[config.mk]
export PLATFORM = sky130hd
export DESIGN_NAME = uart_tx_buffered
export DESIGN_NICKNAME = d
export VERILOG_FILES = /design/src/rtl/uart_tx_buffered_pkg.sv /design/src/rtl/uart_sync_fifo.sv /design/src/rtl/uart_tx_buffered.sv
export SDC_FILE = /design/constraint.sdc
export NUM_CORES = 1
export LEC_CHECK = 0
export ABC_AREA = 1
export CAP_MARGIN = 40
export CORE_MARGIN = 2
export CORE_UTILIZATION = 63
export DETAILED_ROUTE_END_ITERATION = 10
export GPL_TIMING_DRIVEN = 0
export PLACE_DENSITY = 0.83
export REMOVE_ABC_BUFFERS = 1
export SLEW_MARGIN = 40
export SYNTH_ARGS = -nofsm -noshare
export SYNTH_HDL_FRONTEND = slang
export SYNTH_HIERARCHICAL = 1
export SYNTH_SLANG_ARGS = --single-unit
[constraint.sdc]
create_clock -name i_Clock -period 3.8 [get_ports i_Clock]
set_clock_uncertainty 0.15 [all_clocks]
set_input_delay 0.38 -clock i_Clock [delete_from_list [all_inputs] [get_ports i_Clock]]
set_output_delay 0.38 -clock i_Clock [all_outputs]
set_load 0.005 [all_outputs]
[src/rtl/uart_tx_buffered_pkg.sv]
// Shared definitions for the buffered UART transmitter: default bit timing,
// transmit state encoding and frame geometry.
package uart_tx_buffered_pkg;

  // 80 MHz system clock / 115200 baud
  localparam int CLKS_PER_BIT_DEF = 694;

  // 8N1 frame: one start bit, eight data bits, one stop bit
  localparam int FRAME_DATA_BITS = 8;
  localparam int FRAME_BITS      = FRAME_DATA_BITS + 2;

  typedef enum logic [1:0] {
    ST_IDLE  = 2'd0,
    ST_START = 2'd1,
    ST_DATA  = 2'd2,
    ST_STOP  = 2'd3
  } tx_state_t;

endpackage

[src/rtl/uart_sync_fifo.sv]
// Synchronous write FIFO for the UART transmitter. Flags and level are
// registered; a push into a full FIFO is accepted only when a pop happens in
// the same cycle, otherwise it is dropped and flagged one cycle later.
module uart_sync_fifo #(
  parameter int DATA_W = 8,
  parameter int DEPTH  = 4
) (
  input  logic                     clk,
  input  logic                     rst_n,
  input  logic                     push,
  input  logic                     pop,
  input  logic [DATA_W-1:0]        wr_data,
  output logic [DATA_W-1:0]        rd_data,
  output logic                     full,
  output logic                     empty,
  output logic [$clog2(DEPTH):0]   level,
  output logic                     overflow
);

  localparam int PTR_W = $clog2(DEPTH);
  localparam int LVL_W = PTR_W + 1;

  logic [DATA_W-1:0] mem [DEPTH];
  logic [PTR_W-1:0]  wr_ptr;
  logic [PTR_W-1:0]  rd_ptr;
  logic [LVL_W-1:0]  level_nxt;
  logic              do_push;
  logic              do_pop;

  assign do_pop  = pop && !empty;
  assign do_push = push && (!full || do_pop);
  assign rd_data = mem[rd_ptr];

  // Next occupancy: simultaneous push and pop leave the level unchanged
  always_comb begin
    level_nxt = level;
    if (do_push && !do_pop) begin
      level_nxt = level + LVL_W'(1);
    end else if (do_pop && !do_push) begin
      level_nxt = level - LVL_W'(1);
    end
  end

  // Byte storage carries no reset; pointers decide what is valid
  always_ff @(posedge clk) begin
    if (do_push) begin
      mem[wr_ptr] <= wr_data;
    end
  end

  // Pointers, registered flags and the dropped-write pulse
  always_ff @(posedge clk) begin
    if (!rst_n) begin
      wr_ptr   <= '0;
      rd_ptr   <= '0;
      level    <= '0;
      full     <= 1'b0;
      empty    <= 1'b1;
      overflow <= 1'b0;
    end else begin
      if (do_push) begin
        wr_ptr <= wr_ptr + PTR_W'(1);
      end
      if (do_pop) begin
        rd_ptr <= rd_ptr + PTR_W'(1);
      end
      level    <= level_nxt;
      full     <= (level_nxt == LVL_W'(DEPTH));
      empty    <= (level_nxt == '0);
      overflow <= push && !do_push;
    end
  end

endmodule

[src/rtl/uart_tx_buffered.sv]
// 8N1 UART transmitter fed by a small write FIFO. Queued bytes are sent
// LSB first and back-to-back: the stop bit of one frame is followed directly
// by the start bit of the next whenever the FIFO holds data at that edge.
module uart_tx_buffered
  import uart_tx_buffered_pkg::*;
#(
  parameter int CLKS_PER_BIT = CLKS_PER_BIT_DEF,
  parameter int FIFO_DEPTH   = 4
) (
  input  logic                          i_Clock,
  input  logic                          i_Reset_n,
  input  logic                          i_Write,
  input  logic [7:0]                    i_Data,
  output logic                          o_TX,
  output logic                          o_Busy,
  output logic                          o_Done,
  output logic                          o_Full,
  output logic                          o_Empty,
  output logic                          o_Overflow,
  output logic [$clog2(FIFO_DEPTH):0]   o_Level
);

  localparam int                CNT_W    = $clog2(CLKS_PER_BIT);
  localparam logic [CNT_W-1:0]  CNT_LAST = CNT_W'(CLKS_PER_BIT - 1);
  localparam logic [CNT_W-1:0]  CNT_PRE  = CNT_W'(CLKS_PER_BIT - 2);
  localparam logic [2:0]        BIT_LAST = 3'(FRAME_DATA_BITS - 1);

  tx_state_t        state;
  logic [CNT_W-1:0] baud_cnt;
  logic [2:0]       bit_idx;
  logic [7:0]       shift;
  logic [7:0]       head;
  logic             bit_end;
  logic             pop;

  assign bit_end = (baud_cnt == CNT_LAST);

  // A byte leaves the FIFO when idle, or at the very end of a stop bit so the
  // next start bit follows with no gap. The empty flag is registered, so a
  // write landing on that same edge is picked up one cycle later from IDLE.
  assign pop = !o_Empty && ((state == ST_IDLE) || ((state == ST_STOP) && bit_end));

  uart_sync_fifo #(
    .DATA_W (8),
    .DEPTH  (FIFO_DEPTH)
  ) u_fifo (
    .clk      (i_Clock),
    .rst_n    (i_Reset_n),
    .push     (i_Write),
    .pop      (pop),
    .wr_data  (i_Data),
    .rd_data  (head),
    .full     (o_Full),
    .empty    (o_Empty),
    .level    (o_Level),
    .overflow (o_Overflow)
  );

  // Shift register: loaded on pop, advanced at the end of every data bit
  always_ff @(posedge i_Clock) begin
    if (pop) begin
      shift <= head;
    end else if ((state == ST_DATA) && bit_end) begin
      shift <= shift >> 1;
    end
  end

  // Frame sequencer with registered line, busy and done outputs
  always_ff @(posedge i_Clock) begin
    if (!i_Reset_n) begin
      state    <= ST_IDLE;
      baud_cnt <= '0;
      bit_idx  <= '0;
      o_TX     <= 1'b1;
      o_Busy   <= 1'b0;
      o_Done   <= 1'b0;
    end else begin
      // Done is raised one edge early so it covers the last stop-bit cycle
      o_Done <= (state == ST_STOP) && (baud_cnt == CNT_PRE);
      case (state)
        ST_IDLE: begin
          baud_cnt <= '0;
          bit_idx  <= '0;
          o_TX     <= 1'b1;
          if (pop) begin
            o_TX   <= 1'b0;
            o_Busy <= 1'b1;
            state  <= ST_START;
          end
        end
        ST_START: begin
          if (bit_end) begin
            baud_cnt <= '0;
            o_TX     <= shift[0];
            state    <= ST_DATA;
          end else begin
            baud_cnt <= baud_cnt + CNT_W'(1);
          end
        end
        ST_DATA: begin
          if (bit_end) begin
            baud_cnt <= '0;
            if (bit_idx == BIT_LAST) begin
              bit_idx <= '0;
              o_TX    <= 1'b1;
              state   <= ST_STOP;
            end else begin
              bit_idx <= bit_idx + 3'd1;
              o_TX    <= shift[1];
            end
          end else begin
            baud_cnt <= baud_cnt + CNT_W'(1);
          end
        end
        ST_STOP: begin
          if (bit_end) begin
            baud_cnt <= '0;
            if (pop) begin
              o_TX  <= 1'b0;
              state <= ST_START;
            end else begin
              o_Busy <= 1'b0;
              state  <= ST_IDLE;
            end
          end else begin
            baud_cnt <= baud_cnt + CNT_W'(1);
          end
        end
        default: begin
          state <= ST_IDLE;
        end
      endcase
    end
  end

endmodule

Word-level counts from Yosys, hierarchy flattened
Memory sizes are Yosys's and may differ from the RTL's. A register that Yosys moved wholly into a read port is not among the register bits. Cells that the tools add are included.

Flip-flop bits (word level): 36. RAM bits: 32. Bits of input ports: 11. Output and inout port bits: 9. Word-level logic and storage cells: 90. Memories: 1.

$add $sub $neg: 6. Eq/ne operators: 14. Mux-type cells: 31. Reductions and logical operators: 25.

Memories: u_fifo.mem (words 4, bits a word 8, rd ports 1, clocked after memory_dff 1, wr ports 1, line uart_sync_fifo.sv:23) `logic [DATA_W-1:0] mem [DEPTH];`.

Operators by type and width (count): $eq A10 B10 Y1 const B (2); $pmux W10 S2 (1); $mux W8 (2); $mux W2 (7); $mux W1 (12); $mux W3 (4); $add A10 B1 Y10 const B (1); $mux W10 (1); $logic_and A1 B1 Y1 (9); $ne A2 B2 Y1 const B (4); $pmux W2 S4 (1); $reduce_and A4 Y1 (2); $add A3 B1 Y3 const B (2); $eq A3 B3 Y1 const B (2); $ne A2 B1 Y1 const B (3); $pmux W3 S2 (1); $reduce_bool A2 Y1 (3); $reduce_and A5 Y1 (1); $add A2 B1 Y2 const B (2); $eq A2 B2 Y1 const B (2); $logic_not A1 Y1 (4); $pmux W1 S4 (1); $logic_not A3 Y1 (1); $reduce_or A3 Y1 (1); other kinds (6) (7).

Depth between registers and ports, before layout
Depth in word-level cells: 12. Mapped depth: 14. Depth with buffers taken out: 13.

Hierarchy
The synthesis kept the hierarchy.

Modules (own cells, without submodules): uart_sync_fifo (instances 1, cells an instance 161, area each 1784.2 sq um, seq. area each 1201.2 sq um); uart_tx_buffered (instances 1, cells an instance 170, area each 1371.3 sq um, seq. area each 600.6 sq um).

Least setup slack after synthesis
No wires, ideal clock.

Path type: reg-to-reg. Start: register baud_cnt[0]. End: memory u_fifo.mem[0][0] (enable). Setup time: 0.371 ns. Arrival: 1.783 ns. Data required time: 3.279 ns. Slack: 1.496 ns. Cell stages (with the launch flop): 11. Buffers on the path: 1. Period minus slack after synthesis: 2.304 ns. Cells stage by stage: dfxtp_1 > ha_1 > inv_1 > nor3_4 > nand3_2 > nand2_2 > buf_6 > nand2_2 > nand2_1 > nand2_1 > nor2_1.

Longest elaborated chain between the ends: 9.

RTL lines: start, declared (line uart_tx_buffered.sv:29) `logic [CNT_W-1:0] baud_cnt;`; start signal, assigned (line uart_tx_buffered.sv:97) `baud_cnt <= baud_cnt + CNT_W'(1);`; start signal, assigned (line uart_tx_buffered.sv:112) `baud_cnt <= baud_cnt + CNT_W'(1);`; start signal, assigned (line uart_tx_buffered.sv:126) `baud_cnt <= baud_cnt + CNT_W'(1);`; $eq A10 B10 Y1 (line uart_tx_buffered.sv:36) `assign bit_end = (baud_cnt == CNT_LAST);`; $logic_and A1 B1 Y1 (line uart_tx_buffered.sv:41) `assign pop = !o_Empty && ((state == ST_IDLE) || ((state == ST_STOP) && bit_end));`; $logic_or A1 B1 Y1 (line uart_tx_buffered.sv:41); $logic_and A1 B1 Y1 (line uart_tx_buffered.sv:41); via pop (line uart_tx_buffered.sv:34) `logic pop;`; $logic_and A1 B1 Y1 (line uart_sync_fifo.sv:30) `assign do_pop = pop && !empty;`; $logic_or A1 B1 Y1 (line uart_sync_fifo.sv:31) `assign do_push = push && (!full || do_pop);`; $logic_and A1 B1 Y1 (line uart_sync_fifo.sv:31); $mux W1 (line uart_sync_fifo.sv:46) `if (do_push) begin`; $mux W1 (not written as such) (line uart_sync_fifo.sv:47) `mem[wr_ptr] <= wr_data;`; end, declared (line uart_sync_fifo.sv:23).

The timed path passes the listed nets, and every way through them passes these cells.

Worst setup path in the final report
Start: register baud_cnt[0]. End: memory u_fifo.mem[0][0] (enable).

Longest elaborated chain between the ends: 9.

RTL lines (line): $eq A10 B10 Y1 (uart_tx_buffered.sv:36); $logic_and A1 B1 Y1 (uart_tx_buffered.sv:41); $logic_or A1 B1 Y1 (uart_tx_buffered.sv:41); $logic_and A1 B1 Y1 (uart_tx_buffered.sv:41); $logic_and A1 B1 Y1 (uart_sync_fifo.sv:30); $logic_or A1 B1 Y1 (uart_sync_fifo.sv:31); $logic_and A1 B1 Y1 (uart_sync_fifo.sv:31); $mux W1 (uart_sync_fifo.sv:46); $mux W1 (not written as such) (uart_sync_fifo.sv:47).

Every way passes these cells.

==> qor.yml <==
drc: 0
crit_fanout: 12
hp-class: "reg2reg"
grt_use_met3_pct: 4.15
cp_cell_sequence: "ha_1, inv_1, nor3_4, nand3_2, nand2_2, nand2_2, nand2_1, nand2_1, nor2_1"
min_path_cells: 2
drv_cap: 0
cp.arrival_ns: 2.74
wl_um: 5670
core_area_um2: 4790
worstSetupPathType: "reg2reg"
rows: 25
grt-busiest-layer: "met2"
finalHoldViolations: 0
synth_seq_cells: 70
cts_resized: 0
die_w_um: 74.8
first_pass_iters: 4
htreeDepth: 3
seqCellArea_um2: 1800
num-nets-final: 385
end_kind: "flip-flop"
clockBufferDepth: 2
p_leak_nw: 1.45
ys_seq_area_share_pct: 57.1
layout_min_cycle_time_ns: 2.91
synthTopCellsByArea: "edfxtp_1 (38%), dfxtp_1 (19%), nand2_1 (8.0%), ha_1 (6.3%), inv_1 (5.4%)"
holdBufCountCts: 0
fillers: 348
track_usage_pct: 22.6
synth_warnings: 6
start_kind: "flip-flop"
p_sw_share_pct: 35.5
r2r_slack_ns: 0.89
insertion_delay_ns: 0.34
grt_max_degree: 18
grt_overflow: 0
die_y_um: 74.8
grt_pass1_wl_um: 9320
timing.fmax_ghz: 0.343
hpwlAfterDp_um: 3780
place.gp.congestion: 0.829
cell_internal_pwr_w: 0.00156
diodes: 0
ios: 20
status: "finished clean"
cts_tree: "yes"
grtUsageMet2_pct: 39.5
p_seq_share_pct: 44.5
slew_headroom_pct: 44.6
die_area_um2: 5590
root_buffer: "clkbuf_8"
cpMaxStageDelayCell: "nor2_1"
post-route-period-util_pct: 76.7
clk_pin_slew_ns: 0.08
drtIter0Drc: 117
vias: 2222
drtAntennaViolNets: 0
cts_buffers: 9
power.switching_w: 0.000863
antenna_found_initial: 0
placed_area_um2: 3400
tightest_slew_ns: 0.827
combPwrFrac_pct: 30.3
drt-vias-per-instance: 5.17
gr-usage-met1_pct: 27.0
syn_inst: 331
ir_drop_v: 0.000399
area_delta_synth_final_pct: 14.2
syn-cell-area_um2: 3160
postCtsSetupBuffers: 0
initial_utilization_pct: 65.9
finalSetupTns_ns: 0
design_area_um2: 3600
cp.required_ns: 3.62
portBuffers: 19
synth_largest_area_cell: "edfxtp_1"
slew_viol_final: 0
grt_pass1_vias: 2110
synth_top_area_share_pct: 38.1
multi_input_area_um2: 1140
finalSetupViolCount: 0
clkPwrFrac_pct: 25.3
drive_above_1_share_pct: 9.37
rsz0062_at_grt: "false"
r2r_cells: 9
avgSynthCellArea_um2: 9.53
cts_sinks: 70
powerDensity_nw_per_um2: 674
post_drt_wl_per_cell_um: 13.2
synth_cell_types: 29
max_stage_delay_ns: 0.69
cell type report:
| type | count | area share (%) |
|---|---|---|
| Timing Repair Buffer | 19 | 5.28 |
| Tap cell | 67 | 2.33 |
| Inverter | 47 | 4.97 |
| Sequential cell | 70 | 50.0 |
| Multi-Input combinational cell | 211 | 31.8 |
| Clock inverter | 7 | 2.22 |
| Clock buffer | 9 | 3.44 |
path summary, 6_finish.rpt:
| kind | start | endpoint |
|---|---|---|
| worst max-delay path | baud_cnt[0] | u_fifo/mem[0][0] |
| worst min-delay path | bit_idx[2] | bit_idx[2] |
| worst max register to register | baud_cnt[0] | u_fifo/mem[0][0] |
| worst min register to register | bit_idx[2] | bit_idx[2] |
critical path, delay by kind of cell, from the launching register on:
kind	cells	cell delay (ns)
simple gates	7	1.68
flops	1	0.43
fa+ha+maj	1	0.21
buf+inv	1	0.07
state kept, by name, indices dropped and copies added (netlist names), named ones only:
name and count:
o_Busy 1, o_Done 1, baud_cnt 10, u_fifo/level 3
u_fifo/rd_ptr 2, u_fifo/wr_ptr 2, u_fifo/empty 1, u_fifo/full 1
bit_idx 3, state 2, o_TX 1, shift 8
u_fifo/overflow 1, u_fifo/mem 32
placed cells by master (no fill, tap or decap), drive strengths merged:
cell	count
a21oi	13
bufinv	1
clkbuf	9
clkdlybuf4s50	19
clkinv	1
clkinvlp	2
dfxtp	30
edfxtp	40
ha	16
inv	50
nand2	72
nand3	14
nand3b	1
nand4	3
nor2	43
nor3	6
nor3b	3
o21a	2
o21ai	26
o22ai	9
o31ai	1
xor2	2
routing by layer:
| layer | up-vias | wire length [um] |
|---|---|---|
| met5 | - | 0 |
| met4 | 0 | 80 |
| met3 | 10 | 269 |
| met2 | 66 | 2930 |
| met1 | 997 | 2380 |
| li1 | 1149 | - |
cells by family (layout without fill, tap and decap cells):
logic type / after synthesis / after routing / synth area share, %
AOI/OAI and AO/OA: 51 / 51 / 9.52
xor gates and xnor gates: 2 / 2 / 0.555
adders and majority gates: 16 / 16 / 6.34
buffers and inverters: 50 / 82 / 6.62
DFF: 70 / 70 / 57.1
and+or+nand+nor: 142 / 142 / 19.9
synthesized netlist by cell type, drive strengths merged:
library cell / count
a21oi: 13
buf: 3
dfxtp: 30
edfxtp: 40
ha: 16
inv: 47
nand2: 72
nand3: 14
nand3b: 1
nand4: 3
nor2: 43
nor3: 6
nor3b: 3
o21a: 2
o21ai: 26
o22ai: 9
o31ai: 1
xor2: 2
per-stage QoR:
stage / setup slack [ns] / utilization (%) / hold WS (ns) / total power, W / instances
floorplan: 1.47 / - / 0.291 / 0.00159 / 328
global placement: 1.04 / 71.0 / 0.305 / 0.00179 / 414
detailed placement: 0.946 / 71.0 / 0.309 / 0.00182 / 414
CTS: 0.898 / 75.3 / 0.322 / 0.00245 / 430
global route: 0.753 / 75.3 / 0.342 / 0.00258 / 430
finish: 0.886 / 75.3 / 0.323 / 0.00243 / 430
power groups by stage:
stage	clock, W	sequential, W	combinational, W
floorplan	0	0.00107	0.000526
global placement	0	0.00109	0.000698
detailed placement	0	0.00110	0.000726
CTS	0.000630	0.00108	0.000736
global route	0.000648	0.00110	0.000834
finish	0.000613	0.00108	0.000735
Power figures use the tool's default switching activity.
